## src/rtl/event_injector_pkg.sv

```systemverilog
// Shared types and constants for the event_injector AXI-Stream trigger source.
package event_injector_pkg;

    typedef enum logic [1:0] {
        IDLE  = 2'd0,
        RUN   = 2'd1,
        DRAIN = 2'd2,
        DONE  = 2'd3
    } state_t;

    localparam int CNT_WIDTH = 64;

    // Wide enough for any supported TDATA width; sliced to TKEEP_WIDTH by the user.
    localparam logic [1023:0] TKEEP_ONES = '1;

endpackage

```

## src/rtl/event_injector_pattern.sv

```systemverilog
// Beat-position tracker: in-packet index and trigger-period phase of the next beat to load.
module event_injector_pattern #(
    parameter int CFG_WIDTH = 16
) (
    input  logic                 clk,
    input  logic                 aresetn,
    input  logic                 i_init,
    input  logic                 i_load,
    input  logic [CFG_WIDTH-1:0] i_pkt_beats,
    input  logic [CFG_WIDTH-1:0] i_period,
    output logic                 o_trig,
    output logic                 o_last
);

    logic [CFG_WIDTH-1:0] r_idx;
    logic [CFG_WIDTH-1:0] r_phase;
    logic [CFG_WIDTH-1:0] w_idx;
    logic [CFG_WIDTH-1:0] w_phase;

    // i_init describes beat 1 directly; the registers then describe the following beat.
    assign w_idx   = i_init ? '0 : r_idx;
    assign w_phase = i_init ? '0 : r_phase;
    assign o_last  = (w_idx == i_pkt_beats - CFG_WIDTH'(1));
    assign o_trig  = (i_period != '0) && (w_phase == i_period - CFG_WIDTH'(1));

    always_ff @(posedge clk or negedge aresetn) begin
        if (!aresetn) begin
            r_idx   <= '0;
            r_phase <= '0;
        end else if (i_init || i_load) begin
            r_idx   <= o_last ? '0 : w_idx + CFG_WIDTH'(1);
            r_phase <= ((i_period == '0) || o_trig) ? '0 : w_phase + CFG_WIDTH'(1);
        end
    end

endmodule

```

## src/rtl/event_injector.sv

```systemverilog
// AXI-Stream filler/trigger source with exact beat and trigger counters.
// Optional macro EVENT_INJECTOR_SEQ_EN: filler beats carry the running beat count in TDATA[31:0].
module event_injector
    import event_injector_pkg::*;
#(
    parameter int TDATA_WIDTH = 512,
    parameter int TKEEP_WIDTH = TDATA_WIDTH / 8,
    parameter int TDEST_WIDTH = 16,
    parameter int TID_WIDTH   = 16,
    parameter int CFG_WIDTH   = 16
) (
    input  logic                   clk,
    input  logic                   aresetn,
    input  logic                   start,
    input  logic [CFG_WIDTH-1:0]   pkt_beats,
    input  logic [CFG_WIDTH-1:0]   trigger_period,
    input  logic [CFG_WIDTH-1:0]   num_pkts,
    input  logic [TDATA_WIDTH-1:0] trigger_value,
    input  logic [TDATA_WIDTH-1:0] filler_value,
    input  logic [TDEST_WIDTH-1:0] cfg_tdest,
    input  logic [TID_WIDTH-1:0]   cfg_tid,
    output logic [TDATA_WIDTH-1:0] out_stream_TDATA,
    output logic [TKEEP_WIDTH-1:0] out_stream_TKEEP,
    output logic [TDEST_WIDTH-1:0] out_stream_TDEST,
    output logic [TID_WIDTH-1:0]   out_stream_TID,
    output logic                   out_stream_TVALID,
    input  logic                   out_stream_TREADY,
    output logic                   out_stream_TLAST,
    output logic [CNT_WIDTH-1:0]   trig_sent,
    output logic [CNT_WIDTH-1:0]   beats_sent,
    output logic                   busy,
    output logic                   done
);

    state_t                 r_state;
    logic                   r_start_d;
    logic [CFG_WIDTH-1:0]   r_pkt_beats;
    logic [CFG_WIDTH-1:0]   r_period;
    logic [CFG_WIDTH-1:0]   r_num_pkts;
    logic [CFG_WIDTH-1:0]   r_pkt_cnt;
    logic [TDATA_WIDTH-1:0] r_trig_val;
    logic [TDATA_WIDTH-1:0] r_fill_val;
    logic [TDATA_WIDTH-1:0] r_tdata;
    logic [TKEEP_WIDTH-1:0] r_tkeep;
    logic [TDEST_WIDTH-1:0] r_tdest;
    logic [TID_WIDTH-1:0]   r_tid;
    logic                   r_tvalid;
    logic                   r_tlast;
    logic                   r_cur_trig;
    logic [CNT_WIDTH-1:0]   r_trig_sent;
    logic [CNT_WIDTH-1:0]   r_beats_sent;
    logic                   r_busy;
    logic                   r_done;

    logic                   w_init;
    logic                   w_hs;
    logic                   w_last_pkt;
    logic                   w_finish;
    logic                   w_load;
    logic [CFG_WIDTH-1:0]   w_pb_live;
    logic [CFG_WIDTH-1:0]   w_cfg_pb;
    logic [CFG_WIDTH-1:0]   w_cfg_per;
    logic [TDATA_WIDTH-1:0] w_trig_src;
    logic [TDATA_WIDTH-1:0] w_fill_src;
    logic [TDATA_WIDTH-1:0] w_fill_data;
    logic [TDATA_WIDTH-1:0] w_next_data;
    logic                   w_next_trig;
    logic                   w_next_last;

    assign w_init     = (r_state == IDLE) && start && !r_start_d;
    assign w_hs       = r_tvalid && out_stream_TREADY;
    assign w_last_pkt = (r_num_pkts != '0) && (r_pkt_cnt == r_num_pkts - CFG_WIDTH'(1));
    assign w_finish   = w_hs && r_tlast &&
                        (((r_state == RUN) && (w_last_pkt || !start)) || (r_state == DRAIN));
    assign w_load     = w_init || (w_hs && !w_finish);

    // The first beat is built in the start-edge cycle, before the latched config exists.
    assign w_pb_live  = (pkt_beats == '0) ? CFG_WIDTH'(1) : pkt_beats;
    assign w_cfg_pb   = w_init ? w_pb_live : r_pkt_beats;
    assign w_cfg_per  = w_init ? trigger_period : r_period;
    assign w_trig_src = w_init ? trigger_value : r_trig_val;
    assign w_fill_src = w_init ? filler_value : r_fill_val;

`ifdef EVENT_INJECTOR_SEQ_EN
    logic [CNT_WIDTH-1:0] w_seq;
    // Value beats_sent will hold when the beat being loaded is accepted.
    assign w_seq       = w_init ? '0 : r_beats_sent + CNT_WIDTH'(1);
    assign w_fill_data = {w_fill_src[TDATA_WIDTH-1:32], w_seq[31:0]};
`else
    assign w_fill_data = w_fill_src;
`endif

    assign w_next_data = w_next_trig ? w_trig_src : w_fill_data;

    event_injector_pattern #(
        .CFG_WIDTH (CFG_WIDTH)
    ) u_pattern (
        .clk         (clk),
        .aresetn     (aresetn),
        .i_init      (w_init),
        .i_load      (w_load),
        .i_pkt_beats (w_cfg_pb),
        .i_period    (w_cfg_per),
        .o_trig      (w_next_trig),
        .o_last      (w_next_last)
    );

    always_ff @(posedge clk or negedge aresetn) begin
        if (!aresetn) begin
            r_state      <= IDLE;
            r_start_d    <= 1'b1;   // a start held through reset must not count as an edge
            r_pkt_beats  <= '0;
            r_period     <= '0;
            r_num_pkts   <= '0;
            r_pkt_cnt    <= '0;
            r_trig_val   <= '0;
            r_fill_val   <= '0;
            r_tdata      <= '0;
            r_tkeep      <= '0;
            r_tdest      <= '0;
            r_tid        <= '0;
            r_tvalid     <= 1'b0;
            r_tlast      <= 1'b0;
            r_cur_trig   <= 1'b0;
            r_trig_sent  <= '0;
            r_beats_sent <= '0;
            r_busy       <= 1'b0;
            r_done       <= 1'b0;
        end else begin
            r_start_d <= start;
            r_done    <= 1'b0;
            if (w_load) begin
                r_tdata    <= w_next_data;
                r_tlast    <= w_next_last;
                r_cur_trig <= w_next_trig;
                r_tkeep    <= TKEEP_ONES[TKEEP_WIDTH-1:0];
            end
            if (w_hs) begin
                r_beats_sent <= r_beats_sent + CNT_WIDTH'(1);
                r_trig_sent  <= r_trig_sent + CNT_WIDTH'(r_cur_trig);
            end
            case (r_state)
                IDLE: begin
                    if (w_init) begin
                        r_pkt_beats  <= w_pb_live;
                        r_period     <= trigger_period;
                        r_num_pkts   <= num_pkts;
                        r_trig_val   <= trigger_value;
                        r_fill_val   <= filler_value;
                        r_tdest      <= cfg_tdest;
                        r_tid        <= cfg_tid;
                        r_pkt_cnt    <= '0;
                        r_trig_sent  <= '0;
                        r_beats_sent <= '0;
                        r_tvalid     <= 1'b1;
                        r_busy       <= 1'b1;
                        r_state      <= RUN;
                    end
                end
                RUN: begin
                    if (w_finish) begin
                        r_tvalid <= 1'b0;
                        r_busy   <= 1'b0;
                        r_done   <= 1'b1;
                        r_state  <= DONE;
                    end else begin
                        if (w_hs && r_tlast) begin
                            r_pkt_cnt <= r_pkt_cnt + CFG_WIDTH'(1);
                        end
                        if (!start) begin
                            r_state <= DRAIN;
                        end
                    end
                end
                DRAIN: begin
                    if (w_finish) begin
                        r_tvalid <= 1'b0;
                        r_busy   <= 1'b0;
                        r_done   <= 1'b1;
                        r_state  <= DONE;
                    end
                end
                default: begin
                    r_state <= IDLE;
                end
            endcase
        end
    end

    assign out_stream_TDATA  = r_tdata;
    assign out_stream_TKEEP  = r_tkeep;
    assign out_stream_TDEST  = r_tdest;
    assign out_stream_TID    = r_tid;
    assign out_stream_TVALID = r_tvalid;
    assign out_stream_TLAST  = r_tlast;
    assign trig_sent         = r_trig_sent;
    assign beats_sent        = r_beats_sent;
    assign busy              = r_busy;
    assign done              = r_done;

endmodule

```

## config.mk

```make
export PLATFORM = sky130hd
export DESIGN_NAME = event_injector
export DESIGN_NICKNAME = d
export VERILOG_FILES = /design/src/rtl/event_injector_pkg.sv /design/src/rtl/event_injector_pattern.sv /design/src/rtl/event_injector.sv
export SDC_FILE = /design/constraint.sdc
export NUM_CORES = 2
export LEC_CHECK = 0
export CAP_MARGIN = 5
export CORE_AREA = 2 2 721 723
export CTS_CLUSTER_DIAMETER = 40
export DETAILED_ROUTE_END_ITERATION = 8
export DIE_AREA = 0 0 723 725
export DONT_BUFFER_PORTS = 1
export PLACE_DENSITY_LB_ADDON = 0.15
export RECOVER_POWER = 25
export SYNTH_ARGS = -nofsm -noshare
export SYNTH_HDL_FRONTEND = slang
export SYNTH_HIERARCHICAL = 1
export SYNTH_SLANG_ARGS = --single-unit
```

## constraint.sdc

```tcl
create_clock -name clk -period 7.75 [get_ports clk]
set_clock_uncertainty 0.1 [all_clocks]
set_input_delay 1.55 -clock clk [delete_from_list [all_inputs] [get_ports clk]]
set_output_delay 1.55 -clock clk [all_outputs]
set_load 0.05 [all_outputs]
```

# Yosys cells after proc, flatten, opt, wreduce, memory -nomap -nowiden
# Index checks and enable logic that the tools add are counted.
# word_totals
regBits	1800
input_bits	1108
elab_cells	98
# op_classes
n_addsub	8
n_eq_ne	11
muxes	30
n_reduce_logical	29
# ops
cell	n
512-bit two-way mux	3
64-bit two-way mux	6
16-bit two-way mux	10
64-bit by 1-bit adder with 64-bit output	1
64-bit by 1-bit adder with 64-bit output, second input constant	1
16-bit by 1-bit adder with 16-bit output, second input constant	3
16-bit == test	3
16-bit by 1-bit subtractor with 16-bit output, second input constant	3
16-bit logical NOT	2
16-bit case mux with 2 select lines	1
16-bit nonzero test	2
1-bit logical AND	9
2-bit two-way mux	4
2-bit by 1-bit inequality test with 1-bit output, second input constant	3
2-bit case mux with 3 select lines	1
3-bit AND reduction	2
1-bit logical OR	5
1-bit two-way mux	4
2-bit inequality test, second input constant	2
4-bit AND reduction	1
2-bit nonzero test	2
1-bit logical NOT	3
3-bit inequality test, second input constant	1
2-bit by 1-bit == test with 1-bit output, second input constant	1
5 further kinds	5

# Logic depth before layout (Yosys ltp)
# depth
ltp_word	11
ltp_mapped	25

# Modules after synthesis
# Netlist, hierarchy kept.
# by_module_without_submodules
mod	instances	cells_each	area_per_inst_um2
event_injector	1	7295	76667.3
event_injector_pattern	1	438	3365.7

# Worst setup path before layout
# OpenSTA, ideal clock, no wires.
# synth_path
path_type	input -> register
start	in start
end	reg r_tdata[442], in the netlist out_stream_TDATA[442]
setup_time_ns	0.125
arrival_time_ns	6.688
t_required_ns	7.525
slack_ns	0.837
stages	23
cell_sequence	inv_1 -> or3_1 -> clkbuf_1 -> clkbuf_1 -> clkbuf_1 -> clkbuf_1 -> clkbuf_1 -> nand2_1 -> nand2_1 -> inv_1 -> ha_1 -> nor3b_1 -> nand4_1 -> or2_2 -> o32a_1 -> a2111oi_4 -> nand3_1 -> nor2_1 -> clkbuf_1 -> clkbuf_1 -> clkbuf_1 -> mux2_2 -> mux2_4
# synth_rtl
item	line	text
start: declaration	event_injector.sv:14	input logic start,
1-bit logical AND * (2 in a row)	event_injector.sv:70	assign w_init = (r_state == IDLE) && start && !r_start_d;
16-bit two-way mux *	n/a	
net w_cfg_per[0]	event_injector.sv:62	logic [CFG_WIDTH-1:0] w_cfg_per;
16-bit by 1-bit subtractor with 16-bit output	event_injector_pattern.sv:24	assign o_trig = (i_period != '0) && (w_phase == i_period - CFG_WIDTH'(1));
16-bit == test	event_injector_pattern.sv:24	
1-bit logical AND *	event_injector_pattern.sv:24	
net w_next_trig	event_injector.sv:67	logic w_next_trig;
512-bit two-way mux *	event_injector.sv:93	assign w_next_data = w_next_trig ? w_trig_src : w_fill_data;
end signal: assignment	event_injector.sv:133	r_tdata <= w_next_data;
end: declaration	event_injector.sv:43	logic [TDATA_WIDTH-1:0] r_tdata;
# Mark *: on every way through the listed nets, which the timed path passes. The rest lies on a longest branch.
# A chain may end at the register's enable or synchronous reset.

# Worst setup path after layout
# layout_path
start	reg r_state[0]
end	reg r_tdata[267], in the netlist out_stream_TDATA[267]
# layout_via
elab_chain_cells	8
# layout_rtl
item	line	text
start: declaration	event_injector.sv:35	state_t r_state;
start signal: assignment	event_injector.sv:110	r_state <= IDLE;
start signal: assignment	event_injector.sv:157	r_state <= RUN;
start signal: assignment	event_injector.sv:165	r_state <= DONE;
2-bit logical NOT *	event_injector.sv:70	
1-bit logical AND * (2 in a row)	event_injector.sv:70	
16-bit two-way mux	n/a	
16-bit by 1-bit subtractor with 16-bit output	event_injector_pattern.sv:24	
16-bit == test	event_injector_pattern.sv:24	
1-bit logical AND *	event_injector_pattern.sv:24	
net w_next_trig	event_injector.sv:67	
512-bit two-way mux *	event_injector.sv:93	
# Marks and branches as above.

==> metrics.md <==
| Metric | Value |
|---|---|
| Outcome | finished, violations left |
| Failing checks | capacitance limit, slew limit |
| Crit path max fanout | 57 |
| Seq/Total Area, Yosys | between 50% and 60% |
| Max-cap violations | 5 |
| WP data arrival | 6.84 ns |
| CTS resizes | 0 |
| Ys flop type | dfrtp_1 |
| Post-layout minimum cycle time | 6.17 ns |
| Clock root cell | clkbuf_16 |
| Hold/Removal Path Class | primary input to asynchronous set/reset pin |
| Cells after Synth | 7,733 |
| Ranking of synthesized cells by area | dfrtp_1 56%, nand2_1 16%, mux2_4 8.8%, mux2_2 7.9%, clkbuf_1 1.6% |
| Final worst-path cycle share | 79.6% |
| Critical-path cell list | inv_1 -> ha_1 -> inv_1 -> or3_4 -> inv_8 -> clkbuf_1 -> nor2b_1 -> xnor2_1 -> a22oi_1 -> o211ai_1 -> a2111oi_4 -> nand3_1 -> nor2_4 -> buf_12 -> buf_12 -> mux2_2 -> mux2_4 |
| Routability cong. | 0.866 |
| Hold_buf cts | 0 |
| I/O Pins | around 1.8k |
| Final Power | 0.0510 W |
| Syn-to-layout area delta | 27.9% |
| CP max stage delay | just under 0.9 ns |
| Port buffer count | 0 |
| Core area | 516,000 um^2 |
| Initial core utilization | 15.5% |
| DRC viols | 0 |
| CP Capture Type | flip-flop |
| Slew HR | -138% |
| Die Y | 725 um |
| Leak pwr | 48.2 nW |
| Skew-Pair Late Insertion Delay | 0.94 ns |
| Nets@finish | around 9k |
| CP Launch Type | flip-flop |
| Worst-path clk slew | 0.05 ns |
| CP max-delay cell | clkbuf_1 |
| Most common cell in the synthesized netlist | nand2_1 |
| EDFF count, synth | 0 |
| Vias in the first global route | 59.0k |
| Max-slew violations | 309 |
| Avg Inst Size Synth | 10.3 um^2 |
| Worst path buffer plus inverter count | 6 |
| Vias | 56.9k |
| Ratio of cells with drive above 1 in the final layout | 22.8% |
| Initial DRC Count | 3,512 |
| Rows | 264 |
| Post-CTS Setup Bufs | 0 |
| Post-synthesis register bit count | ~1.8k |
| RSZ-0062 raised after global routing | false |
| DP HPWL | 299 mm |
| Chip Width | 723 um |
| Power Density | 498 nW/um^2 |
| Largest net degree at the start of global routing | 232 |
| Global-route wire length before repair | 529 mm |
| Initial antenna violation count | 225 |
| Worst Tran Pin Value | around 3.6 ns |
| CTS tree | yes |
| VDD IR-drop max | 0.000198 V |
| Final global-route overflow total | 0 |
| Final setup fails | 0 |
| Synth cell count leaders | 3,437 x nand2_1, 1,799 x dfrtp_1, 558 x mux2_2, 469 x mux2_4, 342 x clkbuf_1 |
| Synth Warn # | 6 |
| Async SR Flop Fraction | 100% |
| Final ANT Viol Nets | 0 |
| Synth unique cells | 80 |
| H-Tree Depth | 5 |
| Max Fclk | 0.162 GHz |
| CTS sink cnt | ~1.8k |
| Drt pass-1 iters | 5 |
| Critical path type | flip-flop to flip-flop |
| Top delay family on crit path | buffers and inverters |
| Avg WL per Cell | 26.0 um |
| Post-Route Setup TNS | 0 ns |
| Netlist Area Pre-Place | 80,000 um^2 |
| Share of the synthesized area in the top cell type | 56.2% |
| Tot GR Track Use | 14.4% |
| Num CTS Buffers | 408 |
| Final wirelength | 393 mm |
| Vias per std cell | 3.76 |
| Hold Vio Cnt, Final | 0 |
| Synth area leader | dfrtp_1 |
| Crit path required time | 8.42 ns |
| Syn nets | between 8k and 9k |
| Die ar. | 524,000 um^2 |
| CTS Buffer Depth | 4 |
==> power breakdown <==
group | internal (W) | switching, W
clock network | 0.0122 | 0.00614
registers | 0.0133 | 0.00753
logic | 0.00520 | 0.00663
total | 0.0307 | 0.0203
==> sequential cells by signal, summed over array words and instances, names as in the netlist, 64 cells and up <==
signal / flops
beats_sent: 64
out_stream_TDATA: 512
r_fill_val: 512
r_trig_val: 512
trig_sent: 64
==> area by class of cell <==
class	instances	area (um^2)
fill	56500	414000
sequential	1800	45000
multi-input combinational	5425	32400
clock buffer	536	11400
tap	6916	8650
clock inverter	222	3170
timing repair buffer	105	1240
antenna	98	245
inverter	35	146
==> cells in the final DEF, fill, tap and decap left out, drive strengths merged, types with 34 or more instances in the layout <==
cell      Yosys  final
bufinv        0     57
dfrtp      1799   1799
and3         34     34
nand4        51     51
clkinvlp      0     41
mux2       1029   1029
buf         131     98
nand3        70     70
nor2        174    174
o21ai        91     91
diode         0     98
inv          35     46
xnor2        52     52
a21oi        58     58
xor2        103    103
or3          45     45
clkinv        0    113
nand2      3437   3437
clkbuf      342    543
==> stage by stage <==
stage	cell area, um^2	worst slack [ns]	instances	utilization [%]	hold WS (ns)
floorplan	80000	0.837	7733	-	0.336
global placement	87500	0.738	14300	17.0	0.348
detailed placement	87500	0.855	14300	17.0	0.352
CTS	102000	1.62	15000	19.8	0.0320
global route	102000	1.02	15100	19.8	0.0766
finish	102000	1.58	15100	19.8	0.205
==> routing by layer <==
layer	global-route usage (%)	vias up	share of wire (%)	wire length [um]
li1	-	25400	-	-
met2	25.0	1997	50	196000
met1	16.2	28700	38	150000
met3	5.92	754	9.1	35900
met5	0	-	0.20	806
met4	4.23	124	2.9	11500
==> final timing paths <==
path,slack (ns),cells after the start,from,endpoint
setup / recovery,1.58,17,r_state[0],out_stream_TDATA[267]
hold / removal,0.21,0,aresetn,out_stream_TDATA[85]
min in group clk,0.36,2,r_fill_val[261],r_fill_val[261]
hold reg to reg,0.36,2,r_fill_val[261],r_fill_val[261]
max in group asynchronous,2.83,5,aresetn,r_fill_val[386]
setup reg to reg,1.58,17,r_state[0],out_stream_TDATA[267]
==> logic make-up (layout without fill, tap and decap cells) <==
group	after synthesis	after routing	share of synthesized area [%]
xor+xnor	155	155	1.70
buf+inv	508	898	3.20
mux	1041	1041	16.8
flops	1800	1800	56.3
other cells	0	98	0
fa+ha+maj	13	13	0.203
compound gates	239	239	1.90
simple gates	3977	3977	19.9
No activity file was read; power rests on OpenSTA's default activity.
